[src/rtl/alu_btn_ctrl_pkg.sv]
// Shared constants for the button-driven ALU: opcodes, flag bit positions
// and the default debounce length.
package alu_btn_ctrl_pkg;

  localparam int DEBOUNCE_CNT_DEF = 4;

  localparam logic [5:0] OP_ADD = 6'b100000;
  localparam logic [5:0] OP_SUB = 6'b100010;
  localparam logic [5:0] OP_AND = 6'b100100;
  localparam logic [5:0] OP_OR  = 6'b100101;
  localparam logic [5:0] OP_XOR = 6'b100110;
  localparam logic [5:0] OP_NOR = 6'b100111;
  localparam logic [5:0] OP_SRL = 6'b000010;
  localparam logic [5:0] OP_SRA = 6'b000011;

  localparam int FLAG_ZERO  = 0;
  localparam int FLAG_NEG   = 1;
  localparam int FLAG_CARRY = 2;
  localparam int FLAG_OVF   = 3;

endpackage

[src/rtl/alu_btn_ctrl_btn_debounce.sv]
// Two-flop synchroniser, counter debouncer and rising-edge detect for one
// raw push button. rise pulses in the cycle the accepted level goes 0->1.
module btn_debounce
  import alu_btn_ctrl_pkg::*;
#(
  parameter int DEBOUNCE_CNT = DEBOUNCE_CNT_DEF
) (
  input  logic clk,
  input  logic rst,
  input  logic btn,
  output logic rise
);

  localparam int CW = $clog2(DEBOUNCE_CNT) + 1;

  logic          sync1;
  logic          sync2;
  logic          level;
  logic [CW-1:0] cnt;
  logic          settle;

  assign settle = (sync2 != level) && (cnt == CW'(DEBOUNCE_CNT - 1));
  assign rise   = settle && sync2;

  always_ff @(posedge clk or posedge rst) begin
    if (rst) begin
      sync1 <= 1'b0;
      sync2 <= 1'b0;
      level <= 1'b0;
      cnt   <= '0;
    end else begin
      sync1 <= btn;
      sync2 <= sync1;
      if (sync2 == level) begin
        cnt <= '0;
      end else if (settle) begin
        level <= sync2;
        cnt   <= '0;
      end else begin
        cnt <= cnt + 1'b1;
      end
    end
  end

endmodule

[src/rtl/alu_btn_ctrl.sv]
// Switch/button driven ALU: buttons latch operands and opcode from the
// switches, the result and flags are registered while i_valid is high.
module alu_btn_ctrl
  import alu_btn_ctrl_pkg::*;
#(
  parameter int NB_DATA      = 8,
  parameter int NB_OP        = 6,
  parameter int DEBOUNCE_CNT = DEBOUNCE_CNT_DEF
) (
  input  logic               clk,
  input  logic               i_rst,
  input  logic               i_valid,
  input  logic [NB_DATA-1:0] i_sw_data,
  input  logic [2:0]         i_btn,
  output logic [NB_DATA-1:0] o_led,
  output logic [3:0]         o_flags,
  output logic [2:0]         o_loaded
);

  localparam int MSB = NB_DATA - 1;

  logic [2:0]         rise;
  logic [NB_DATA-1:0] reg_a;
  logic [NB_DATA-1:0] reg_b;
  logic [NB_OP-1:0]   reg_op;
  logic [NB_DATA:0]   sum;
  logic [NB_DATA:0]   diff;
  logic               big_shift;
  logic [NB_DATA-1:0] result;
  logic               carry;
  logic               ovf;
  logic [3:0]         flags;

  for (genvar i = 0; i < 3; i++) begin : g_btn
    btn_debounce #(
      .DEBOUNCE_CNT(DEBOUNCE_CNT)
    ) u_btn_debounce (
      .clk (clk),
      .rst (i_rst),
      .btn (i_btn[i]),
      .rise(rise[i])
    );
  end

  always_ff @(posedge clk or posedge i_rst) begin
    if (i_rst) begin
      reg_a    <= '0;
      reg_b    <= '0;
      reg_op   <= '0;
      o_loaded <= '0;
    end else begin
      if (rise[0]) reg_a  <= i_sw_data;
      if (rise[1]) reg_b  <= i_sw_data;
      if (rise[2]) reg_op <= i_sw_data[NB_OP-1:0];
      o_loaded <= o_loaded | rise;
    end
  end

  // The extra top bit of sum/diff is the unsigned carry-out / borrow.
  assign sum       = {1'b0, reg_a} + {1'b0, reg_b};
  assign diff      = {1'b0, reg_a} - {1'b0, reg_b};
  assign big_shift = (reg_b >= NB_DATA'(NB_DATA));

  always_comb begin
    result = '0;
    carry  = 1'b0;
    ovf    = 1'b0;
    case (reg_op)
      NB_OP'(OP_ADD): begin
        result = sum[NB_DATA-1:0];
        carry  = sum[NB_DATA];
        ovf    = (reg_a[MSB] == reg_b[MSB]) && (result[MSB] != reg_a[MSB]);
      end
      NB_OP'(OP_SUB): begin
        result = diff[NB_DATA-1:0];
        carry  = diff[NB_DATA];
        ovf    = (reg_a[MSB] != reg_b[MSB]) && (result[MSB] != reg_a[MSB]);
      end
      NB_OP'(OP_AND): result = reg_a & reg_b;
      NB_OP'(OP_OR):  result = reg_a | reg_b;
      NB_OP'(OP_XOR): result = reg_a ^ reg_b;
      NB_OP'(OP_NOR): result = ~(reg_a | reg_b);
      NB_OP'(OP_SRL): result = big_shift ? '0 : (reg_a >> reg_b);
      NB_OP'(OP_SRA): result = big_shift ? {NB_DATA{reg_a[MSB]}}
                                         : $unsigned($signed(reg_a) >>> reg_b);
      default:        result = '0;
    endcase
  end

  always_comb begin
    flags             = '0;
    flags[FLAG_ZERO]  = (result == '0);
    flags[FLAG_NEG]   = result[MSB];
    flags[FLAG_CARRY] = carry;
    flags[FLAG_OVF]   = ovf;
  end

  always_ff @(posedge clk or posedge i_rst) begin
    if (i_rst) begin
      o_led   <= '0;
      o_flags <= '0;
    end else if (i_valid) begin
      o_led   <= result;
      o_flags <= flags;
    end
  end

endmodule
[config.mk]
export PLATFORM = sky130hd
export DESIGN_NAME = alu_btn_ctrl
export DESIGN_NICKNAME = d
export VERILOG_FILES = /design/src/rtl/alu_btn_ctrl_pkg.sv /design/src/rtl/alu_btn_ctrl_btn_debounce.sv /design/src/rtl/alu_btn_ctrl.sv
export SDC_FILE = /design/constraint.sdc
export NUM_CORES = 1
export LEC_CHECK = 0
export ABC_AREA = 1
export BUFFER_PORTS_ARGS = -buffer_cell sky130_fd_sc_hd__buf_2
export CORE_ASPECT_RATIO = 1.5
export CORE_MARGIN = 5
export CORE_UTILIZATION = 55
export CTS_BUF_LIST = sky130_fd_sc_hd__clkbuf_4 sky130_fd_sc_hd__clkbuf_8 sky130_fd_sc_hd__clkbuf_16
export CTS_CLUSTER_DIAMETER = 200
export DETAILED_ROUTE_END_ITERATION = 12
export GPL_TIMING_DRIVEN = 0
export HOLD_SLACK_MARGIN = 0.05
export PLACE_DENSITY = 0.79
export SETUP_SLACK_MARGIN = 0.4
export SLEW_MARGIN = 10
export SYNTH_ARGS = -nofsm -noshare
export SYNTH_HDL_FRONTEND = slang
export SYNTH_SLANG_ARGS = --single-unit
[constraint.sdc]
create_clock -name clk -period 2.5 [get_ports clk]
set_input_delay 0.375 -clock clk [delete_from_list [all_inputs] [get_ports clk]]
set_output_delay 0.375 -clock clk [all_outputs]
set_load 0.005 [all_outputs]
# Word-level counts from Yosys, hierarchy flattened
# Index checks and enable logic that the tools add are counted.
dict set report word_totals {
  reg_bits 55
  word_cells 78
  in_bits 14
  output_inout_bits 15
}
dict set report classes {
  n_reduce_logical 12
  magnitude_cmp 1
  n_eq_ne 21
  shift 2
  n_addsub 5
  n_mux 11
  bitwise 8
}
# cell count
set op_table {}
lappend op_table {{$pmux W8 S8} 1}
lappend op_table {{$eq A6 B6 Y1 const B} 6}
lappend op_table {{$mux W3} 6}
lappend op_table {{$mux W8} 2}
lappend op_table {{$eq A6 B2 Y1 const B} 2}
lappend op_table {{$add A3 B1 Y3 const B} 3}
lappend op_table {{$add A8 B8 Y9} 1}
lappend op_table {{$eq A3 B2 Y1 const B} 3}
lappend op_table {{$sub A8 B8 Y9} 1}
lappend op_table {{$and A8 B8 Y8} 1}
lappend op_table {{$ge A8 B4 Y1 const B} 1}
lappend op_table {{$logic_and A1 B1 Y1} 8}
lappend op_table {{$logic_not A8 Y1} 1}
lappend op_table {{$not A8 Y8} 1}
lappend op_table {{$or A8 B8 Y8} 1}
lappend op_table {{$shr A8 B8 Y8} 1}
lappend op_table {{$sshr A8 B8 Y8} 1}
lappend op_table {{$xor A8 B8 Y8} 1}
lappend op_table {{$ne A1 B1 Y1} 6}
lappend op_table {{$reduce_and A2 Y1} 3}
lappend op_table {{$eq A1 B1 Y1} 4}
lappend op_table {{$pmux W1 S2} 2}
lappend op_table {{$not A1 Y1} 3}
lappend op_table {{$or A3 B3 Y3} 1}

# Depth between registers and ports, before layout
# Gate-level depths: netlist of run 1.
dict set report depth {
  ltp_word 4
  depth_mapped 18
  mapped_depth_nobuf 18
}

# By module
# Synthesis of run 1 repeated with hierarchy kept, for this count alone.
dict set report unflattened {
  cells_unflattened 559
  area_unflattened_um2 3898.7
}
# mod cells_each seq_area_each_um2 area_per_inst_um2 n_inst
set by_module_without_submodules {}
lappend by_module_without_submodules {alu_btn_ctrl 478 900.9 3166.8 1}
lappend by_module_without_submodules {btn_debounce 27 150.1 244.0 3}

# Worst setup path before layout of run 1
# OpenSTA, ideal clock, no wires.
dict set report synth_timing {
  kind {register to register}
  startpoint {reg reg_b[2]}
  endpoint {reg o_flags[0]}
  synth_period_minus_slack_ns 2.153
  arrival_time_ns 2.036
  required_ns 2.383
  setup_slack_ns 0.347
  n_path_buf 2
  setup_ns 0.117
  path_stages_with_launch 17
  cell_sequence {dfrtp_1 -> buf_2 -> inv_1 -> ha_1 -> buf_2 -> inv_1 -> a21oi_1 -> nand2_1 -> nand3_1 -> nand2_1 -> nand2_1 -> a21oi_1 -> nor2_1 -> nand2_1 -> nor2_1 -> nand3_1 -> nand2_1}
}
dict set report synth_via {
  elab_chain_len 4
  elab_cells_between_ends 13
  cone_classes {add/sub (2); order compare (1); shift (2); mux (3); bitwise (4); reduce/logical (1)}
}
# item line
set synth_rtl {}
lappend synth_rtl {{start: declaration} alu_btn_ctrl.sv:24} ;# logic [NB_DATA-1:0] reg_b;
lappend synth_rtl {{start signal: assignment} alu_btn_ctrl.sv:53} ;# if (rise[1]) reg_b <= i_sw_data;
lappend synth_rtl {{$ge A8 B4 Y1, or another cell as far along} alu_btn_ctrl.sv:62} ;# assign big_shift = (reg_b >= NB_DATA'(NB_DATA));
lappend synth_rtl {{$mux W8, or another cell as far along} alu_btn_ctrl.sv:84} ;# NB_OP'(OP_SRA): result = big_shift ? {NB_DATA{reg_a[MSB]}}
lappend synth_rtl {{$pmux W8 S8 (*)} alu_btn_ctrl.sv:68} ;# case (reg_op)
lappend synth_rtl {{$logic_not A8 Y1 (*)} alu_btn_ctrl.sv:92} ;# flags[FLAG_ZERO] = (result == '0);
lappend synth_rtl {{end signal: assignment} alu_btn_ctrl.sv:104} ;# o_flags <= flags;
lappend synth_rtl {{end: declaration} alu_btn_ctrl.sv:16} ;# output logic [3:0] o_flags,
# Every way passes the cells marked *; elsewhere a longest branch is shown, timed or not.
# A chain may end at the register's enable or synchronous reset.

# Worst setup path in the final report of run 1
dict set report layout_timing {
  startpoint {reg reg_a[1]}
  endpoint {reg o_flags[0]}
}
dict set report layout_via {
  elab_chain_len 4
  elab_cells_between_ends 12
  cone_classes {add/sub (2); shift (2); mux (3); bitwise (4); reduce/logical (1)}
}
# item line
set layout_rtl {}
lappend layout_rtl {{start: declaration} alu_btn_ctrl.sv:23} ;# logic [NB_DATA-1:0] reg_a;
lappend layout_rtl {{start signal: assignment} alu_btn_ctrl.sv:52} ;# if (rise[0]) reg_a <= i_sw_data;
lappend layout_rtl {{parallel branches: the longest is 2 deep, another holds $sub A8 B8 Y9} n/a}
lappend layout_rtl {{$pmux W8 S8 (*)} alu_btn_ctrl.sv:68}
lappend layout_rtl {{$logic_not A8 Y1 (*)} alu_btn_ctrl.sv:92}
# Mark *: on every way between the ends.

==> impl_results.md, run 1 <==
* Critical Path Source: reg_a[1]
* Remaining global-route overflow at 0
* Worst skew pair latency at ~320 ps
* Reg-to-reg endpoint: o_flags[0]
* Largest delay contributor family on the critical path: simple AND/OR/NAND/NOR gates
* Total Power Consumption at roughly 5800 uW
* Launching point of the worst reg2reg path: reg_a[1]
* Most frequently used cell type in the post-synthesis netlist: nand2_1
* Cell internal pwr at 2810 uW
* Number of antenna violations at the first check in global routing at 0
* Part of the total power dissipated in the clock network at 0.091
* Wire length the detailed router placed on met1 at roughly 4300 um
* Hold WC Path Type: input port to register
* Maximum level of the CTS H-tree at 2
* Standard-cell rows at 37
* Kind of critical path: register to register
* Io pins at 29
* Result of the run: finished, final reports clean
* Clock input transition at the sequential cells of the worst setup and hold paths at approximately 100 ps
* Port Buffer Count at 27
* Count of routing violations after the opening detailed-route iteration at 212
* Detailed-route vias per instance at roughly 5.5
* Final antenna diode count at 0
* Number of pins exceeding their max-slew limit in the final report at 0
* TritonCTS clock tree: done
* Headroom to the max-slew limit at 0.611
* R2r setup slk at around 280 ps
* Highest Signal Layer: met4
* Net switching power at 2960 uW
* Worst Max-Slew Pin Slew at 581 ps
* Synth area leader: dfrtp_1
* Dominant register cell in the synthesized netlist: dfrtp_1
* Length of the first detailed-routing pass in iterations at 5
* Number of remaining DRC errors at 0
* Sw Share at 0.513
* Routed wire length on met3 at 465 um
* Worst setup SP type: register
* Final estimated routing congestion in global placement at ~0.97
* Hold depth at 1
* Final routed wirelength across all metal layers at ~11000 um
* Critical path buffer and inverter count at 1
* Instance count of the mapped netlist at between 500 and 600
* Synthesized area per cell at 6.83 um2
* Final cycle utilization of the critical path at 0.887
* Register bit count reported by yosys at 54
* Worst vdd rail ir drop at around 0.00085 V
* RSZ-0062 raised after global routing: true
* Portion of the post-synthesis area used by sequential elements at 0.351
* Slowest CP cell: fa_2
* Critical path required time at approximately 2800 ps
* Worst setup skew after layout at ~10 ps
* Maximum number of pins on one net before global-route repair at 39
* Final cell utilization of the core at 0.669
* Count of flip-flops with a built-in enable after synthesis at 0
* Stage delay of the slowest cell on the critical path at between 600 and 700 ps
* Master cell of the clock root buffer: clkbuf_8
* Share of async-settable or async-resettable flops after synthesis at 1.00
* Yosys cell types at 31
* Number of clock buffers inserted by TritonCTS at 5
* Area growth syn-to-layout at 19.0%
* Sequential share of power at 0.264
* Die Area at between 0.008 and 0.009 mm2
* Levels on crit path at 10
* Die Height at between 100 and 150 um
* Clock Sink Count at 54
* Warning count from the yosys run at 0
* Crit path top cell by count: nand2_1
* Routed length on met2 at 5440 um
* Antenna Violating Nets Remaining at 0
* Leakage at approximately 0.0025 uW
* Via count of the first global-routing pass at around 3800
* Placeable core region at 0.00685 mm2
* Synth area leaders: dfrtp_1 (35%), nand2_1 (17%), ha_1 (9.4%)
* Fraction of post-synthesis cell area in the top cell type by area at 0.351
* Via count at 3820
* Beginning of the worst hold path: i_btn[2]
* Total track usage at 0.265
* Net Count, Synth at between 600 and 700
* Critical-path maximum fanout at 4
* PD cells at 1260 mW/mm2
* Starting density of the core at 0.562
* Power share of the combinational group at 0.646
* # setup viols final at 0
* Critical-path cell list: clkinvlp_4, fa_2, o21ai_1, nor3_4, nand2_1, a21oi_2, nand2_1, nor2_1, nand3_1, nand2_1
* Top post-synthesis cells by count: nand2_1 (175), inv_1 (73), nand3_1 (55)
* Min Tclk post-route at between 2000 and 2500 ps
* Count of fill cells added during filler insertion at 622
* Global-route wire length before repair at ~18000 um
* Proportion of layout cells with a drive suffix above 1 at 0.216
* End point of the most critical hold path: g_btn[2].u_btn_debounce.sync1
* Number of nets in the finished design at around 660
* Cell area after synthesis at 0.00385 mm2
* Endpoint kind of the worst setup timing path: register
* Maximum clock rate at around 0.45 GHz
* MaxCap Viol Count at 0
* Die width at about 80 um
* Placed wire-length estimate at 8380 um
* R2R cell count at 10
* CP Data Arrival Time at around 2500 ps
* Fin. Hold Viols at 0
* Detailed-route wire length per cell at about 16 um
* Maximum clock insertion buffer count at 2
-- what timing repair did --
action / in CTS / in global routing
gates resized for setup: 36 / 47
hold buffers: 1 / 0
endpoints found under the setup margin: 10 / 11
endpoints found under the hold margin: 16 / 0
setup buffers: 8 / 10
pin swaps: 9 / 11
-- power by group through the flow --
stage          clock network [uW]  logic [uW]  registers (uW)
2_1_floorplan                   0        2140            1450
3_3_place_gp                    0        2830            1510
3_5_place_dp                    0        2890            1540
4_1_cts                       526        3210            1500
5_1_grt                       565        4170            1570
6_report                      522        3720            1520
-- final cells by class --
type                    count  area, um2  share of cell area
multi-input cells         420       2340               0.510
repair buffers             47        304              0.0663
clock inverters             2       17.5             0.00382
plain buffers              13       82.6              0.0180
well taps                  78       97.6              0.0213
inverters                  77        309              0.0674
clock buffers               6       76.3              0.0166
flip-flops and latches     54       1360               0.297
-- state kept, by name, indices dropped and copies added, names as in the netlist, 4 cells and up --
name	flops
g_btn.u_btn_debounce.cnt	9
reg_a	8
reg_b	8
o_led	7
reg_op	6
o_flags	4
-- cell families (layout without fill, tap and decap cells) --
group,Yosys count,after routing,synth area share
compound gates,71,71,0.0961
xor+xnor,4,4,0.00909
fa+ha+maj,31,31,0.105
simple gates,314,314,0.349
flops,54,54,0.351
buf+inv,90,145,0.0909
-- stage by stage --
| step | setup slack, ps | hold slack [ps] | setup TNS [ps] | instances | cell area [um2] |
|---|---|---|---|---|---|
| floorplan | 429 | 331 | 0 | 564 | 3850 |
| global placement | -7.33 | 334 | -7.33 | 669 | 4090 |
| detailed placement | -18.3 | 336 | -18.3 | 670 | 4110 |
| CTS | 327 | 152 | 0 | 687 | 4370 |
| global route | 120 | 144 | 0 | 697 | 4590 |
| finish | 284 | 154 | 0 | 697 | 4590 |
-- worst reg2reg max path: cells and delay by family, from the launching register on --
kind                       cells  cell delay [ps]
and+or+nand+nor                6              660
adders and majority gates      1              610
DFF                            1              430
AOI/OAI and AO/OA              2              240
buffers and inverters          1              210
-- placed cells by master (no fill, tap or decap), drive strengths merged --
cell type / Yosys / routed
a21boi: 2 / 2
a21oi: 14 / 14
a31oi: 4 / 4
buf: 9 / 55
clkbuf: 4 / 10
clkinv: 0 / 1
clkinvlp: 0 / 2
dfrtp: 54 / 54
dlygate4sd3: 0 / 1
fa: 2 / 2
ha: 29 / 29
inv: 77 / 76
nand2: 178 / 178
nand3: 55 / 55
nand3b: 2 / 2
nand4: 7 / 7
nor2: 62 / 62
nor3: 9 / 9
nor3b: 1 / 1
o211ai: 1 / 1
o21ai: 49 / 49
o21bai: 1 / 1
xnor2: 3 / 3
xor2: 1 / 1
-- how the worst max path moves through the flow --
stage | to | slack [ps]
after floorplan | o_flags[0] | 430
after global placement | o_flags[0] | -7
final | o_flags[0] | 280
after CTS | o_flags[0] | 330
after global routing | o_flags[0] | 120
after detailed placement | o_flags[0] | -20
-- metal layers --
metal / track usage / vias to the layer above
met5: 0 / -
met3: 0.0305 / 48
met2: 0.464 / 133
li1: - / 1888
met1: 0.301 / 1751
met4: 0.170 / 0
Power figures use the tool's default switching activity.
==> run 2: changes to the inputs <==
--- a/config.mk
+++ b/config.mk
@@ -17,6 +17,7 @@
 export HOLD_SLACK_MARGIN = 0.05
 export PLACE_DENSITY = 0.79
 export SETUP_SLACK_MARGIN = 0.4
+export SKIP_LAST_GASP = 1
 export SLEW_MARGIN = 10
 export SYNTH_ARGS = -nofsm -noshare
 export SYNTH_HDL_FRONTEND = slang
==> constraint.sdc (replaced) <==
create_clock -name clk -period 2.2 [get_ports clk]
set_input_delay 0.11 -clock clk [delete_from_list [all_inputs] [get_ports clk]]
set_output_delay 0.11 -clock clk [all_outputs]
set_load 0.005 [all_outputs]
==> run 2 against run 1 <==
Effect of this change:
- the flow now finishes with violations (setup timing)
- clock power grew 36%
- global-route usage grew 0.44 points
- setup slack lost 310 ps
- clock skew grew 9.9 ps
- flip-flop and latch count is the same
- cell area grew 10%
- cell count grew 3.7%
- total power grew 33%
- utilization grew 6.8 points
- critical path depth grew 1
==> impl_results.md, run 2 (synthesis results as in run 1) <==
* Result of the run: finished, violations left (was finished, final reports clean)
* Violations in the final reports: setup timing
* Most flop-heavy register: g_btn.u_btn_debounce.cnt (unchanged)
* Headroom to the max-slew limit at 0.531 (was 0.611)
* Final routed wirelength across all metal layers at 11900 um (was 11000 um)
* Final cycle utilization of the critical path at 1.01 (was 0.887)
* Net switching power at 3810 uW (was 2960 uW)
* TritonCTS clock tree: done (unchanged)
* # setup viols final at 1 (was 0)
* Detailed-route wire length per cell at 16.5 um (was 15.8 um)
* Kind of critical path: register to register (unchanged)
* Cell internal pwr at 3880 uW (was 2810 uW)
* CP Data Arrival Time at 2490 ps (was 2470 ps)
* Sequential share of power at 0.223 (was 0.264)
* Global-route wire length before repair at 18700 um (was 18400 um)
* Endpoint kind of the worst setup timing path: register (unchanged)
* MaxCap Viol Count at 0 (unchanged)
* Min Tclk post-route at 2220 ps (about the same)
* Critical path required time at 2470 ps (was 2760 ps)
* Maximum level of the CTS H-tree at 2 (unchanged)
* Count of routing violations after the opening detailed-route iteration at 326 (was 212)
* Port Buffer Count at 27 (unchanged)
* Starting density of the core at 0.562 (unchanged)
* Launching point of the worst reg2reg path: reg_b[0] (was reg_a[1])
* Detailed-route vias per instance at 5.67 (was 5.48)
* Master cell of the clock root buffer: clkbuf_8 (unchanged)
* Remaining global-route overflow at 0 (unchanged)
* Placed wire-length estimate at 8320 um (was 8380 um)
* Final antenna diode count at 0 (unchanged)
* Top library cells by usage in the layout, fill and taps aside: nand2_1 (160), inv_1 (61), dfrtp_1 (42), nand3_1 (41), buf_4 (41) (was nand2_1 (167), inv_1 (62), nand3_1 (50), dfrtp_1 (47), nor2_1 (46))
* Die width at 78.3 um (unchanged)
* Antenna Violating Nets Remaining at 0 (unchanged)
* Critical-path maximum fanout at 5 (was 4)
* Number of clock buffers inserted by TritonCTS at 5 (unchanged)
* Non-Filler Cell Area, Final at 0.00505 mm2 (was 0.00459 mm2)
* Number of nets in the finished design at 689 (was 663)
* Biggest registers after layout: g_btn.u_btn_debounce.cnt: 9 flops, reg_a: 8 flops, reg_b: 8 flops (unchanged)
* Proportion of layout cells with a drive suffix above 1 at 0.304 (was 0.216)
* Critical Path Source: reg_b[0] (was reg_a[1])
* Leading cell type in the layout, fill and taps excluded: nand2_1 (unchanged)
* Accumulated negative setup slack at -24.5 ps (was 0 ps)
* Area growth syn-to-layout at 31.2% (was 19.0%)
* Clock input transition at the sequential cells of the worst setup and hold paths at 120 ps (was 100 ps)
* Number of antenna violations at the first check in global routing at 0 (unchanged)
* Final estimated routing congestion in global placement at 0.962 (was 0.973)
* Via count at 4100 (was 3820)
* Worst skew pair latency at 320 ps (about the same)
* Power share of the combinational group at 0.685 (was 0.646)
* Placed cell areas at 0.00414 mm2 (was 0.00411 mm2)
* Part of the total power dissipated in the clock network at 0.092 (was 0.091)
* Worst vdd rail ir drop at 0.000923 V (was 0.000851 V)
* Flip-flop count of the largest register, all copies and words added at 9 (unchanged)
* Maximum clock insertion buffer count at 2 (unchanged)
* Die Area at 0.00882 mm2 (unchanged)
* RSZ-0062 raised after global routing: true (unchanged)
* Worst setup SP type: register (unchanged)
* Die Height at 113 um (unchanged)
* Number of pins exceeding their max-slew limit in the final report at 0 (unchanged)
* Placeable core region at 0.00685 mm2 (unchanged)
* Worst setup skew after layout at 20.3 ps (was 10.4 ps)
* Maximum number of pins on one net before global-route repair at 33 (was 39)
* Clock Sink Count at 54 (unchanged)
* Fin. Hold Viols at 0 (unchanged)
* Worst Max-Slew Pin Slew at 703 ps (was 581 ps)
* Number of remaining DRC errors at 0 (unchanged)
* Standard-cell rows at 37 (unchanged)
* Sw Share at 0.495 (was 0.513)
* Total track usage at 0.269 (was 0.265)
* Io pins at 29 (unchanged)
* PD cells at 1520 mW/mm2 (was 1260 mW/mm2)
* Maximum clock rate at 0.450 GHz (was 0.451 GHz)
* Leakage at 0.00264 uW (was 0.00245 uW)
* Via count of the first global-routing pass at 3943 (was 3788)
* Worst Slack Setup Final at -24.5 ps (was 284 ps)
* Beginning of the worst hold path: i_sw_data[7] (was i_btn[2])
* Hold WC Path Type: input port to register (unchanged)
* Length of the first detailed-routing pass in iterations at 5 (unchanged)
-- run 2: power groups by stage --
stage	clock network [uW]	registers, uW	logic (uW)
final	710	1720	5270
after global routing	759	1770	5750
after CTS	710	1700	4100
after detailed placement	0	1760	3340
after global placement	0	1730	3310
after floorplan	0	1650	2520
-- run 2: metrics by stage --
stage | total power (uW) | util | instances | hold WS (ps) | setup WS [ps]
after floorplan | 4170 | - | 564 | 141 | 230
after global placement | 5050 | 0.601 | 669 | 221 | -289
after detailed placement | 5100 | 0.605 | 670 | 220 | -287
after CTS | 6510 | 0.679 | 701 | 56.0 | -38.0
after global routing | 8280 | 0.738 | 723 | 93.8 | -179
final | 7700 | 0.738 | 723 | 68.5 | -24.5
-- run 2: worst max-delay path, stage by stage (launching register included) --
cell	delay, ps
dfrtp_2	460
ha_4	190
inv_2	50
fa_2	520
o21ai_1	100
nor3_4	300
nand2_1	110
a21oi_2	140
nand2_1	70
nor2_1	90
nand3_1	80
nand2_1	70
-- run 2: layer usage --
metal | share of wire | track usage | wire length, um | vias to the layer above
li1 | - | - | - | 1949
met1 | 0.37 | 0.301 | 4440 | 1897
met2 | 0.49 | 0.469 | 5870 | 183
met3 | 0.052 | 0.0305 | 614 | 71
met4 | 0.082 | 0.189 | 976 | 0
met5 | 0 | 0 | 0 | -
-- run 2: layout make-up --
type                            instances  area, um2
Buffer                                 13        104
Timing Repair Buffer                   73        513
Multi-Input combinational cell        420       2540
Clock inverter                          3       47.5
Clock buffer                            5       68.8
Inverter                               77        315
Fill cell                             549       1800
Tap cell                               78       97.6
Sequential cell                        54       1370
-- run 2: worst paths after layout --
path,endpoint,slack (ps),cells past startpoint
worst max-delay path,o_flags[0],-20,11
max in group asynchronous,reg_b[6],1200,4
worst max register to register,o_flags[0],-20,11
worst min-delay path,reg_b[7],70,3
worst min register to register,g_btn[0].u_btn_debounce.sync2,360,0
min in group asynchronous,o_flags[2],430,3
-- run 2: repair_timing --
action,in CTS,in global routing
endpoints found under the hold margin,35,0
buffers inserted,18,22
hold buffers,5,0
pin swaps,15,33
gates cloned,0,0
setup endpoints to repair,11,31
gates resized for setup,56,76
==> run 3: changes to the inputs <==
--- a/config.mk
+++ b/config.mk
@@ -15,7 +15,7 @@
 export DETAILED_ROUTE_END_ITERATION = 12
 export GPL_TIMING_DRIVEN = 0
 export HOLD_SLACK_MARGIN = 0.05
-export PLACE_DENSITY = 0.79
+export PLACE_DENSITY = 0.74
 export SETUP_SLACK_MARGIN = 0.4
 export SKIP_LAST_GASP = 1
 export SLEW_MARGIN = 10
==> run 3 against run 2 <==
Effect of this change:
- the flow now finishes without violations
- critical path type unchanged
- routed wire length is 6.4% lower
- largest cell class unchanged
- clock skew increased by 8.0 ps
- largest power group unchanged
- worst hold slack worse by 5.8 ps
- cell area shrank 1.7%
- non-clock buffer count grew 1
- global-route usage fell by 1.5 points
==> impl_results.md, run 3 (synthesis results as in run 1) <==
* Worst skew pair latency at 320 ps (about the same)
* Starting density of the core at 0.562 (unchanged)
* Via count at 4002 (was 4100)
* Final cycle utilization of the critical path at 0.960 (was 1.01)
* Critical Path Source: reg_b[0] (unchanged)
* Maximum clock insertion buffer count at 2 (unchanged)
* Critical path required time at 2460 ps (was 2470 ps)
* Part of the total power dissipated in the clock network at 0.081 (was 0.092)
* Final routed wirelength across all metal layers at 11100 um (was 11900 um)
* Global-route wire length before repair at 17600 um (was 18700 um)
* Detailed-route wire length per cell at 15.4 um (was 16.5 um)
* Worst hold margin at 62.7 ps (was 68.5 ps)
* TritonCTS clock tree: done (unchanged)
* Stage delay of the slowest cell on the critical path at 510 ps (was 520 ps)
* Placed wire-length estimate at 8060 um (was 8320 um)
* Headroom to the max-slew limit at 0.721 (was 0.531)
* Sw Share at 0.495 (about the same)
* Port Buffer Count at 27 (unchanged)
* MaxCap Viol Count at 0 (unchanged)
* Worst vdd rail ir drop at 0.000839 V (was 0.000923 V)
* Cell total after placement at 670 (unchanged)
* Maximum clock rate at 0.474 GHz (was 0.450 GHz)
* Fin. Hold Viols at 0 (unchanged)
* Power share of the combinational group at 0.689 (was 0.685)
* Final estimated routing congestion in global placement at 0.998 (was 0.962)
* Cell internal pwr at 3690 uW (was 3880 uW)
* Area growth syn-to-layout at 28.9% (was 31.2%)
* Worst setup skew after layout at 28.2 ps (was 20.3 ps)
* Number of clock buffers inserted by TritonCTS at 5 (unchanged)
* Remaining global-route overflow at 0 (unchanged)
* Net switching power at 3620 uW (was 3810 uW)
* Antenna Violating Nets Remaining at 0 (unchanged)
* Standard-cell rows at 37 (unchanged)
* Endpoint kind of the worst setup timing path: register (unchanged)
* Length of the first detailed-routing pass in iterations at 5 (unchanged)
* Detailed-route vias per instance at 5.53 (was 5.67)
* Area of the multi-input gates at 0.00248 mm2 (was 0.00254 mm2)
* RSZ-0062 raised after global routing: true (unchanged)
* Clock Sink Count at 54 (unchanged)
* R2R cell count at 12 (was 11)
* R2r setup slk at 90 ps (was -20 ps)
* Reg-to-reg endpoint: o_flags[0] (unchanged)
* Maximum level of the CTS H-tree at 2 (unchanged)
* Io pins at 29 (unchanged)
* Result of the run: finished, final reports clean (was finished, violations left)
* Maximum number of pins on one net before global-route repair at 38 (was 33)
* Slowest CP cell: fa_2 (unchanged)
* Number of antenna violations at the first check in global routing at 0 (unchanged)
* Critical-path maximum fanout at 3 (was 5)
* Final cell utilization of the core at 0.725 (was 0.738)
* Min Tclk post-route at 2110 ps (was 2220 ps)
* Master cell of the clock root buffer: clkbuf_8 (unchanged)
* Sequential share of power at 0.230 (was 0.223)
* Layout Cells excl Fill at 724 (was 723)
* Worst setup SP type: register (unchanged)
* Flip-flop count of the largest register, all copies and words added at 9 (unchanged)
* PD cells at 1470 mW/mm2 (was 1520 mW/mm2)
* Die Area at 0.00882 mm2 (unchanged)
* Count of routing violations after the opening detailed-route iteration at 268 (was 326)
* Total track usage at 0.254 (was 0.269)
* Placeable core region at 0.00685 mm2 (unchanged)
* Clock input transition at the sequential cells of the worst setup and hold paths at 110 ps (was 120 ps)
* Proportion of layout cells with a drive suffix above 1 at 0.300 (was 0.304)
* Kind of critical path: register to register (unchanged)
* Number of nets in the finished design at 690 (was 689)
* Leading cell type in the layout, fill and taps excluded: nand2_1 (unchanged)
* Die width at 78.3 um (unchanged)
* Accumulated negative setup slack at 0 ps (was -24.5 ps)
* # setup viols final at 0 (was 1)
* Crit path top cell by count: nand2_1 (unchanged)
* Biggest registers after layout: g_btn.u_btn_debounce.cnt: 9 flops, reg_a: 8 flops, reg_b: 8 flops (unchanged)
* Most flop-heavy register: g_btn.u_btn_debounce.cnt (unchanged)
* Hold WC Path Type: input port to register (unchanged)
* Critical-path cell list: ha_4, fa_2, inv_1, nand2_1, nand2_2, nor3_4, nand2_1, a21oi_2, nand2_1, nor2_2, nand3_1, nand2_1 (was ha_4, inv_2, fa_2, o21ai_1, nor3_4, nand2_1, a21oi_2, nand2_1, nor2_1, nand3_1, nand2_1)
* CP Data Arrival Time at 2370 ps (was 2490 ps)
* Area taken by flip-flops and latches at 0.00136 mm2 (was 0.00137 mm2)
* Die Height at 113 um (unchanged)
* Launching point of the worst reg2reg path: reg_b[0] (unchanged)
* Worst Max-Slew Pin Slew at 417 ps (was 703 ps)
* Leakage at 0.00262 uW (was 0.00264 uW)
* Number of remaining DRC errors at 0 (unchanged)
* Top library cells by usage in the layout, fill and taps aside: nand2_1 (162), inv_1 (56), dfrtp_1 (44), nand3_1 (42), nor2_1 (40) (was nand2_1 (160), inv_1 (61), dfrtp_1 (42), nand3_1 (41), buf_4 (41))
* Count of fill cells added during filler insertion at 551 (was 549)
* CP Capture Point: o_flags[0] (unchanged)
* Final antenna diode count at 0 (unchanged)
* Number of pins exceeding their max-slew limit in the final report at 0 (unchanged)
* Via count of the first global-routing pass at 3816 (was 3943)
run 3: critical path: cells and delay by family (launching register included):
| kind | cells | cell delay (ps) |
|---|---|---|
| fa+ha+maj | 2 | 690 |
| buf+inv | 1 | 30 |
| compound gates | 1 | 140 |
| flops | 1 | 470 |
| simple gates | 8 | 740 |
run 3: cell type report:
| type | instances | share of cell area |
|---|---|---|
| multi-input combinational | 420 | 0.499 |
| sequential | 54 | 0.274 |
| timing repair buffer | 74 | 0.107 |
| inverter | 77 | 0.0625 |
| buffer | 13 | 0.0199 |
| tap | 78 | 0.0196 |
| clock buffer | 5 | 0.0139 |
| clock inverter | 3 | 0.00453 |
run 3: worst min-delay path by stage:
stage                       startpoint                        endpoint  depth (start not counted)
after floorplan               i_btn[0]   g_btn[0].u_btn_debounce.sync1                          0
after detailed placement         i_rst  g_btn[1].u_btn_debounce.cnt[2]                          2
final                     i_sw_data[7]                        reg_b[7]                          3
after global placement        i_btn[1]   g_btn[1].u_btn_debounce.sync1                          1
after CTS                 i_sw_data[7]                        reg_b[7]                          3
after global routing      i_sw_data[7]                        reg_a[7]                          3
run 3: routing by layer:
layer,up-vias,part of all wire,wire length (um),track usage
met5,-,0,0,0
met1,1821,0.36,4060,0.267
li1,1950,-,-,-
met4,0,0.085,949,0.197
met2,171,0.50,5600,0.447
met3,60,0.047,524,0.0393
run 3: what timing repair did:
action / 4_1_cts / 5_1_grt
setup buffers: 25 / 17
pin swaps: 23 / 35
endpoints found under the setup margin: 11 / 30
gates cloned: 0 / 0
hold buffers: 4 / 0
resized for setup: 52 / 76
hold endpoints to repair: 20 / 0
run 3: stage by stage:
stage                     power (uW)  cell area (um2)  setup WS [ps]
after floorplan                 4170             3880            230
after global placement          4980             4120           -130
after detailed placement        5070             4140           -137
after CTS                       6400             4620           32.8
after global routing            7890             4970          -55.9
final                           7310             4970           88.5
run 3: power groups by stage:
stage	combinational (uW)	sequential [uW]	clock (uW)
floorplan	2520	1650	0
global placement	3240	1730	0
detailed placement	3310	1760	0
CTS	4140	1670	594
global route	5520	1740	642
finish	5040	1680	593
